===== config.mk =====
export PLATFORM = sky130hd
export DESIGN_NAME = cs42448_tdm_rx_flat
export DESIGN_NICKNAME = d
export VERILOG_FILES = /design/src/rtl/cs42448_tdm_rx_if.sv /design/src/rtl/cs42448_tdm_rx.sv /design/src/flat_wrapper.sv
export SDC_FILE = /design/constraint.sdc
export NUM_CORES = 1
export LEC_CHECK = 0
export CAP_MARGIN = 20
export CELL_PAD_IN_SITES_DETAIL_PLACEMENT = 0
export CELL_PAD_IN_SITES_GLOBAL_PLACEMENT = 1
export CORE_MARGIN = 2
export CORE_UTILIZATION = 49
export DETAILED_ROUTE_END_ITERATION = 6
export PLACE_DENSITY_LB_ADDON = 0.1
export SLEW_MARGIN = 20
export SYNTH_ARGS = -nofsm -noshare
export SYNTH_HDL_FRONTEND = slang
export SYNTH_SLANG_ARGS = --single-unit

===== constraint.sdc =====
create_clock -name sys_clk -period 6.28 [get_ports sys_clk]
set_input_delay 0.942 -clock sys_clk [delete_from_list [all_inputs] [get_ports sys_clk]]
set_output_delay 0.942 -clock sys_clk [all_outputs]
set_load 0.02 [all_outputs]

===== src/rtl/cs42448_tdm_rx_if.sv =====
// Sample-side bus of the CS42448 TDM receiver: decoded samples, frame strobes and lock status.
// smp_valid, frame_done and frame_err are one-cycle strobes with no back-pressure; the consumer must capture them in the cycle they are high.
interface cs42448_tdm_rx_if #(
    parameter int SAMPLE_BITS = 24,
    parameter int CH_W        = 3
);
    logic [SAMPLE_BITS-1:0] smp_data;
    logic [CH_W-1:0]        smp_ch;
    logic                   smp_valid;
    logic                   frame_done;
    logic                   frame_err;
    logic                   locked;
    logic                   state_dbg;

    modport master (
        output smp_data, smp_ch, smp_valid, frame_done, frame_err, locked, state_dbg
    );

    modport slave (
        input smp_data, smp_ch, smp_valid, frame_done, frame_err, locked, state_dbg
    );
endinterface


===== src/rtl/cs42448_tdm_rx.sv =====
// TDM serial receiver for the CS42448 codec: oversamples SCLK/FS/SDIN in the sys_clk domain,
// locks to frame sync and emits one MSB-first sample per slot.
module cs42448_tdm_rx #(
    parameter int SLOTS       = 8,
    parameter int SLOT_BITS   = 32,
    parameter int SAMPLE_BITS = 24
) (
    input  logic             sys_clk,
    input  logic             sys_nrst,
    input  logic             rx_en,
    input  logic             tdm_sclk,
    input  logic             tdm_fs,
    input  logic             tdm_sdin,
    cs42448_tdm_rx_if.master smp
);
    localparam int CH_W  = (SLOTS > 1) ? $clog2(SLOTS) : 1;
    localparam int BIT_W = (SLOT_BITS > 1) ? $clog2(SLOT_BITS) : 1;
    localparam logic [CH_W-1:0]  LAST_SLOT = CH_W'(SLOTS - 1);
    localparam logic [BIT_W-1:0] LAST_BIT  = BIT_W'(SLOT_BITS - 1);
    localparam logic [BIT_W-1:0] SMP_BIT   = BIT_W'(SAMPLE_BITS - 1);

    typedef enum logic {
        HUNT = 1'b0,
        LOCK = 1'b1
    } state_t;

    state_t                 state;
    logic [2:0]             sync1;
    logic [2:0]             sync2;
    logic                   sclk_d;
    logic                   rise_q;
    logic                   fs_q;
    logic                   sdin_q;
    logic                   fs_prev;
    logic [BIT_W-1:0]       bit_idx;
    logic [CH_W-1:0]        slot_idx;
    logic [SAMPLE_BITS-1:0] shift;
    logic [SAMPLE_BITS-1:0] shift_next;
    logic                   fs_edge;
    logic                   last_bit;

    // fs_q/sdin_q come from the same synchronizer sample as the rise, so data and clock stay aligned.
    assign fs_edge    = fs_q & ~fs_prev;
    assign last_bit   = (slot_idx == LAST_SLOT) && (bit_idx == LAST_BIT);
    assign shift_next = {shift[SAMPLE_BITS-2:0], sdin_q};

    assign smp.state_dbg = state;

    always_ff @(posedge sys_clk or negedge sys_nrst) begin
        if (!sys_nrst) begin
            state          <= HUNT;
            sync1          <= '0;
            sync2          <= '0;
            sclk_d         <= 1'b0;
            rise_q         <= 1'b0;
            fs_q           <= 1'b0;
            sdin_q         <= 1'b0;
            fs_prev        <= 1'b0;
            bit_idx        <= '0;
            slot_idx       <= '0;
            shift          <= '0;
            smp.smp_data   <= '0;
            smp.smp_ch     <= '0;
            smp.smp_valid  <= 1'b0;
            smp.frame_done <= 1'b0;
            smp.frame_err  <= 1'b0;
            smp.locked     <= 1'b0;
        end else begin
            sync1  <= {tdm_sclk, tdm_fs, tdm_sdin};
            sync2  <= sync1;
            sclk_d <= sync2[2];
            rise_q <= sync2[2] & ~sclk_d;
            fs_q   <= sync2[1];
            sdin_q <= sync2[0];

            smp.smp_valid  <= 1'b0;
            smp.frame_done <= 1'b0;
            smp.frame_err  <= 1'b0;

            if (rise_q) begin
                fs_prev <= fs_q;
            end

            if (!rx_en) begin
                state      <= HUNT;
                smp.locked <= 1'b0;
                bit_idx    <= '0;
                slot_idx   <= '0;
            end else if (rise_q) begin
                case (state)
                    HUNT: begin
                        // The FS bit itself carries no data; slot 0 MSB arrives on the next rise.
                        if (fs_edge) begin
                            state      <= LOCK;
                            smp.locked <= 1'b1;
                            bit_idx    <= '0;
                            slot_idx   <= '0;
                        end
                    end
                    LOCK: begin
                        shift <= shift_next;
                        if (fs_edge && !last_bit) begin
                            smp.frame_err <= 1'b1;
                            bit_idx       <= '0;
                            slot_idx      <= '0;
                        end else if (!fs_edge && last_bit) begin
                            smp.frame_err <= 1'b1;
                            state         <= HUNT;
                            smp.locked    <= 1'b0;
                            bit_idx       <= '0;
                            slot_idx      <= '0;
                        end else begin
                            if (bit_idx == SMP_BIT) begin
                                smp.smp_valid <= 1'b1;
                                smp.smp_data  <= shift_next;
                                smp.smp_ch    <= slot_idx;
                            end
                            if (last_bit) begin
                                smp.frame_done <= 1'b1;
                                bit_idx        <= '0;
                                slot_idx       <= '0;
                            end else if (bit_idx == LAST_BIT) begin
                                bit_idx  <= '0;
                                slot_idx <= slot_idx + CH_W'(1);
                            end else begin
                                bit_idx <= bit_idx + BIT_W'(1);
                            end
                        end
                    end
                    default: state <= HUNT;
                endcase
            end
        end
    end
endmodule


===== src/flat_wrapper.sv =====
// flat-port wrapper written by rule: the top's interface ports become plain ports
module cs42448_tdm_rx_flat 
#(
    parameter int SLOTS       = 8,
    parameter int SLOT_BITS   = 32,
    parameter int SAMPLE_BITS = 24
)
  (sys_clk, sys_nrst, rx_en, tdm_sclk, tdm_fs, tdm_sdin, smp_smp_data, smp_smp_ch, smp_smp_valid, smp_frame_done, smp_frame_err, smp_locked, smp_state_dbg);
  cs42448_tdm_rx_if #(.SAMPLE_BITS(SAMPLE_BITS)) smp_i ();
  input  logic sys_clk;
  input  logic sys_nrst;
  input  logic rx_en;
  input  logic tdm_sclk;
  input  logic tdm_fs;
  input  logic tdm_sdin;
  output wire logic [$bits(smp_i.smp_data)-1:0] smp_smp_data;
  output wire logic [$bits(smp_i.smp_ch)-1:0] smp_smp_ch;
  output wire logic [$bits(smp_i.smp_valid)-1:0] smp_smp_valid;
  output wire logic [$bits(smp_i.frame_done)-1:0] smp_frame_done;
  output wire logic [$bits(smp_i.frame_err)-1:0] smp_frame_err;
  output wire logic [$bits(smp_i.locked)-1:0] smp_locked;
  output wire logic [$bits(smp_i.state_dbg)-1:0] smp_state_dbg;
  assign smp_smp_data = smp_i.smp_data;
  assign smp_smp_ch = smp_i.smp_ch;
  assign smp_smp_valid = smp_i.smp_valid;
  assign smp_frame_done = smp_i.frame_done;
  assign smp_frame_err = smp_i.frame_err;
  assign smp_locked = smp_i.locked;
  assign smp_state_dbg = smp_i.state_dbg;
  cs42448_tdm_rx #(.SLOTS(SLOTS), .SLOT_BITS(SLOT_BITS), .SAMPLE_BITS(SAMPLE_BITS)) u_core (.sys_clk(sys_clk), .sys_nrst(sys_nrst), .rx_en(rx_en), .tdm_sclk(tdm_sclk), .tdm_fs(tdm_fs), .tdm_sdin(tdm_sdin), .smp(smp_i));
endmodule

After elaboration in Yosys (flattened, before gate mapping)
Cells that the tools add are included.
- input port bits: 6
- output and inout port bits: 32
- flip-flop bits (word level): 74
- logic and storage cells: 89
- eq/ne operators: 8
- reductions and logical operators: 10
- muxes and demuxes: 45
- add/sub/neg operators: 2
- bitwise gates (word level): 7
- operators with widths (operator ; number):
    $mux W5 ; 7
    $mux W1 ; 27
    $mux W3 ; 7
    $eq A5 B5 Y1 const B ; 2
    $pmux W5 S2 ; 1
    $ne A3 B3 Y1 const B ; 2
    $ne A6 B6 Y1 const B ; 1
    $pmux W3 S2 ; 1
    $reduce_and A3 Y1 ; 2
    $reduce_and A6 Y1 ; 1
    $add A5 B1 Y5 const B ; 1
    $not A1 Y1 ; 5
    $pmux W1 S2 ; 2
    $reduce_and A4 Y1 ; 1
    $add A3 B1 Y3 const B ; 1
    $eq A3 B3 Y1 const B ; 1
    $logic_and A1 B1 Y1 ; 3
    $ne A3 B2 Y1 const B ; 1
    $and A1 B1 Y1 ; 2
    $logic_not A1 Y1 ; 2
    $ne A2 B1 Y1 const B ; 1
    $reduce_and A2 Y1 ; 1

Longest topological paths before layout
- word-level depth: 9
- gate-level depth with buffers: 10
- mapped depth without buffers: 10

Worst setup path after synthesis
Ideal clock, no wire load.
- kind: reg2reg
- start: register u_core.bit_idx[0]
- end: register u_core.smp.smp_ch[0]
- data required time: 6.155 ns
- library setup time: 0.125 ns
- period minus slack after synthesis: 2.217 ns
- path buffers: 1
- cell stages (with the launch flop): 10
- arrival time: 2.092 ns
- slack: 4.063 ns
- cell sequence: dfrtp_1 > ha_1 > and3_1 > ha_1 > nand2_1 > inv_1 > ha_1 > nand3_4 > buf_6 > mux2_4
- cells in the longest elaborated chain, start to end: 6
- elaborated cells on any way between the ends: 9
- classes of those cells: eq/ne (2); bitwise (2); reduce/logical (5)
- ends and longest elaborated chain (what ; RTL line ; RTL):
    from (decl) ; cs42448_tdm_rx.sv:35 ; logic [BIT_W-1:0] bit_idx;
    from (signal assigned) ; cs42448_tdm_rx.sv:126 ; bit_idx <= bit_idx + BIT_W'(1);
    $eq A5 B5 Y1 ; cs42448_tdm_rx.sv:44 ; assign last_bit = (slot_idx == LAST_SLOT) && (bit_idx == LAST_BIT);
    $logic_and A1 B1 Y1 ; cs42448_tdm_rx.sv:44 ;
    $logic_not A1 Y1 ; cs42448_tdm_rx.sv:102 ; if (fs_edge && !last_bit) begin
    $logic_and A1 B1 Y1 ; cs42448_tdm_rx.sv:102 ;
    $not A1 Y1 (no line) ; n/a ;
    $reduce_and A6 Y1 (no line) * ; n/a ;
    to (signal assigned) ; cs42448_tdm_rx.sv:116 ; smp.smp_ch <= slot_idx;
    to (decl) ; cs42448_tdm_rx_if.sv:16 ; output smp_data, smp_ch, smp_valid, frame_done, frame_err, locked, state_dbg
Every way passes the cells marked *; elsewhere a longest branch is shown, timed or not.
A chain may end at the register's enable or synchronous reset.

Worst setup path after layout
- start: input rx_en
- end: register u_core.smp.smp_data[8]
- cells in the longest elaborated chain, start to end: 1
- ends and longest elaborated chain (what ; RTL line ; RTL):
    from (decl) ; flat_wrapper.sv:12 ; input logic rx_en;
    $reduce_and A6 Y1 (no line) ; n/a ;
    to (signal assigned) ; cs42448_tdm_rx.sv:115 ; smp.smp_data <= shift_next;
    to (decl) ; cs42448_tdm_rx_if.sv:16 ;
Every way passes these cells.

==> reports/qor.csv <==
stage,metric,value,unit
die,die area,0.006641,mm²
sta,final hold violation count,0,
die,Site Rows,28,
sta,Final min period,2.860,ns
layout,fill cell count,446,
route,Avg WL per Cell,14.89,µm
sta,Max Clock Skew,0.007177,ns
power_and_ir_drop,leak pwr,0.001802,µW
global_routing,global route overflow,0,
power_and_ir_drop,Logic pwr share,3.6,%
route,router iterations before antenna repair,4,
power_and_ir_drop,VDD IR max,0.0001684,V
route,# DRC,0,
power_and_ir_drop,register share of total power,52.5,%
clock_network,htree depth,3,
route,Post-Route WL,4646,µm
clock_network,# hold bufs at CTS,0,
clock_network,post-CTS setup buffers,0,
sta,Pins Over Slew Limit,0,
die,CORE AREA,0.005851,mm²
worst_setup_path,element type at the critical path end,register,
logic_synthesis,"FFs w/ async S/R, synth",100.0,%
run_status,outcome,"complete, no violations",
logic_synthesis,yosys warns,0,
logic_synthesis,Yosys reg bits,74,
worst_setup_path,CP max stage cell,clkdlybuf4s50_1,
logic_synthesis,top cell type's share of synthesized area,62.93,%
worst_setup_path,Critical Path RT,6.50,ns
die,I/O pin count,38,
power_and_ir_drop,internal power,732.1,µW
layout,layout cell share with drive strength beyond 1,30.80,%
logic_synthesis,largest cells by area after synthesis,"dfrtp_1 (63%), mux2_2 (13%), mux2_4 (10%)",
hold_path,worst hold path type,register to register,
global_routing,initial antenna violation count,0,
clock_network,Longest Clk Path Bufs,2,
worst_setup_path,worst path arrival time,3.08,ns
placed_design,DP Wirelength,2993,µm
worst_setup_path,CP Max Fanout,27,
clock_network,Worst-path clk slew,0.07,ns
die,Horiz. Die Dim,81.50,µm
worst_setup_path,CP Class,primary input to register,
power_and_ir_drop,cell area power density,258.2,mW/mm²
logic_synthesis,cell area after synthesis,0.002943,mm²
clock_network,CTS Buf Count,9,
logic_synthesis,Synth Flop Type,dfrtp_1,
sta,RSZ-0062 raised after global routing,false,
route,Via-to-Cell Ratio,5.119,
worst_setup_path,CP Launch Type,primary input,
logic_synthesis,syn nets,201,
power_and_ir_drop,Clk pwr share,43.9,%
sta,Slew @ Worst Pin,0.8791,ns
route,post-route ant nets,0,
power_and_ir_drop,sw frac,21.40,%
global_routing,first-pass GRT wire length,7941,µm
logic_synthesis,most common cell in the netlist,dfrtp_1,
sta,setup TNS,0,ns
global_routing,largest net degree at the start of global routing,75,
logic_synthesis,"EDFF count, synth",0,
logic_synthesis,post-synthesis cell count,188,
route,Iter 0 DRT Violations,91,
clock_network,# resized after CTS,0,
global_routing,vias in the first global route,1646,
run,number of max-cap violations,0,
die,Die Y,81.50,µm
clock_network,CTS tree,yes,
power_and_ir_drop,P_sw,199.3,µW
route,total number of vias,1597,
worst_setup_path,Worst Path Buf+Inv,1,
logic_synthesis,post-synthesis sequential area ratio,62.93,%
sta,Max Fclk,349.6,MHz
sta,final setup fails,0,
logic_synthesis,synth cell count leaders,"dfrtp_1 (74), mux2_2 (34), mux2_4 (20)",
clock_network,CTS root buf,clkbuf_8,
layout,Inserted Diodes,0,
logic_synthesis,syn avg cell area,15.65,µm²
logic_synthesis,post-synthesis cell type count,30,
sta,Tcrit/Tclk final,45.54,%
placed_design,IO buf count,37,
clock_network,worst-skew pair later-pin latency,0.34,ns
placed_design,Placer Congestion,0.7853,
layout,Final #Nets,245,
worst_setup_path,Top delay family on crit path,simple AND/OR/NAND/NOR gates,
global_routing,All-Layer GR Usage,16.39,%
power_and_ir_drop,Final Power,931.4,µW
logic_synthesis,top cell type by total area after synthesis,dfrtp_1,
clock_network,CTS Sinks,74,
worst_setup_path,worst-path cell chain,clkdlybuf4s50_1 > and3_1 > nand3_4 > mux2_4,
sta,relative slew slack,41.40,%
layout,synthesis-to-layout area growth,22.58,%
worst_setup_path,max incr delay on CP,0.57,ns
die,Initial Util,50.30,%
## worst paths after layout
path | start | end | slack [ns] | depth (start not counted)
max reg2reg | u_core.bit_idx[0] | u_core.smp.smp_data[8] | 3.60 | 8
max | rx_en | u_core.smp.smp_data[8] | 3.42 | 4
min | u_core.sync2[1] | u_core.fs_q | 0.35 | 0
max in group asynchronous | sys_nrst | u_core.smp.frame_done | 4.99 | 1
min reg2reg | u_core.sync2[1] | u_core.fs_q | 0.35 | 0
min in group asynchronous | sys_nrst | u_core.smp.frame_err | 0.71 | 1
## power groups by stage
stage | sequential, µW | clock [µW] | combinational (µW)
floorplan | 498 | 0 | 14.6
global placement | 498 | 0 | 32.3
detailed placement | 498 | 0 | 34.3
CTS | 489 | 420 | 34.2
global route | 490 | 442 | 37.9
finish | 489 | 409 | 33.2
## logic make-up after synthesis
family | share of synthesized area (%)
compound gates | 2.849
buf+inv | 2.254
simple gates | 5.783
fa+ha+maj | 2.976
flops | 62.93
mux | 23.21
## registers in the layout, indices dropped and copies added (netlist names)
name                   cells
u_core.fs_q                1
u_core.slot_idx            3
u_core.sync1               3
u_core.rise_q              1
u_core.smp.frame_err       1
u_core.sdin_q              1
u_core.bit_idx             5
u_core.smp.smp_data       24
u_core.sync2               3
u_core.smp.state_dbg       1
u_core.smp.locked          1
u_core.smp.smp_valid       1
u_core.smp.frame_done      1
u_core.shift              23
u_core.sclk_d              1
u_core.fs_prev             1
u_core.smp.smp_ch          3
## placed cells by master (no fill, tap or decap), types with 2 or more instances in the layout
master and n:
dfrtp_1 74, clkdlybuf4s50_1 36, mux2_2 34, mux2_4 20, clkbuf_8 10, inv_1 7, ha_1 7, nor2_1 5
nand2b_1 4, o21ai_0 4, nand2_1 3, a21oi_1 3, and3_1 2, nand3_1 2, and2_1 2, o22ai_1 2
nor3_1 2, bufinv_16 2, clkinv_4 2
## metrics by stage
step | cell area [µm²] | std cells | hold slack [ns] | utilization, % | setup WS [ns]
floorplan | 2943 | 188 | 0.3312 | - | 4.063
CTS | 3592 | 311 | 0.3514 | 61.40 | 2.912
global route | 3607 | 312 | 0.3562 | 61.66 | 3.332
global placement | 3364 | 295 | 0.3322 | 57.51 | 2.632
finish | 3607 | 312 | 0.3502 | 61.66 | 3.420
detailed placement | 3364 | 295 | 0.3347 | 57.51 | 2.542
## routing by layer
metal / wire length, µm / global-route usage [%] / part of all wire, %
met5: 0 / 0 / 0
met1: 2262 / 22.80 / 49
met4: 80 / 11.19 / 1.7
met2: 2133 / 23.11 / 46
met3: 170 / 3.407 / 3.7
## cell type report
cell class / count / area [µm²] / area share (%)
Clock buffer: 10 / 137.6 / 3.815
Clock inverter: 6 / 90.09 / 2.497
Inverter: 7 / 26.28 / 0.7284
Multi-Input combinational cell: 102 / 1025 / 28.41
Sequential cell: 74 / 1852 / 51.34
Tap cell: 75 / 93.84 / 2.601
Timing Repair Buffer: 38 / 382.9 / 10.61
Power figures use the tool's default switching activity.
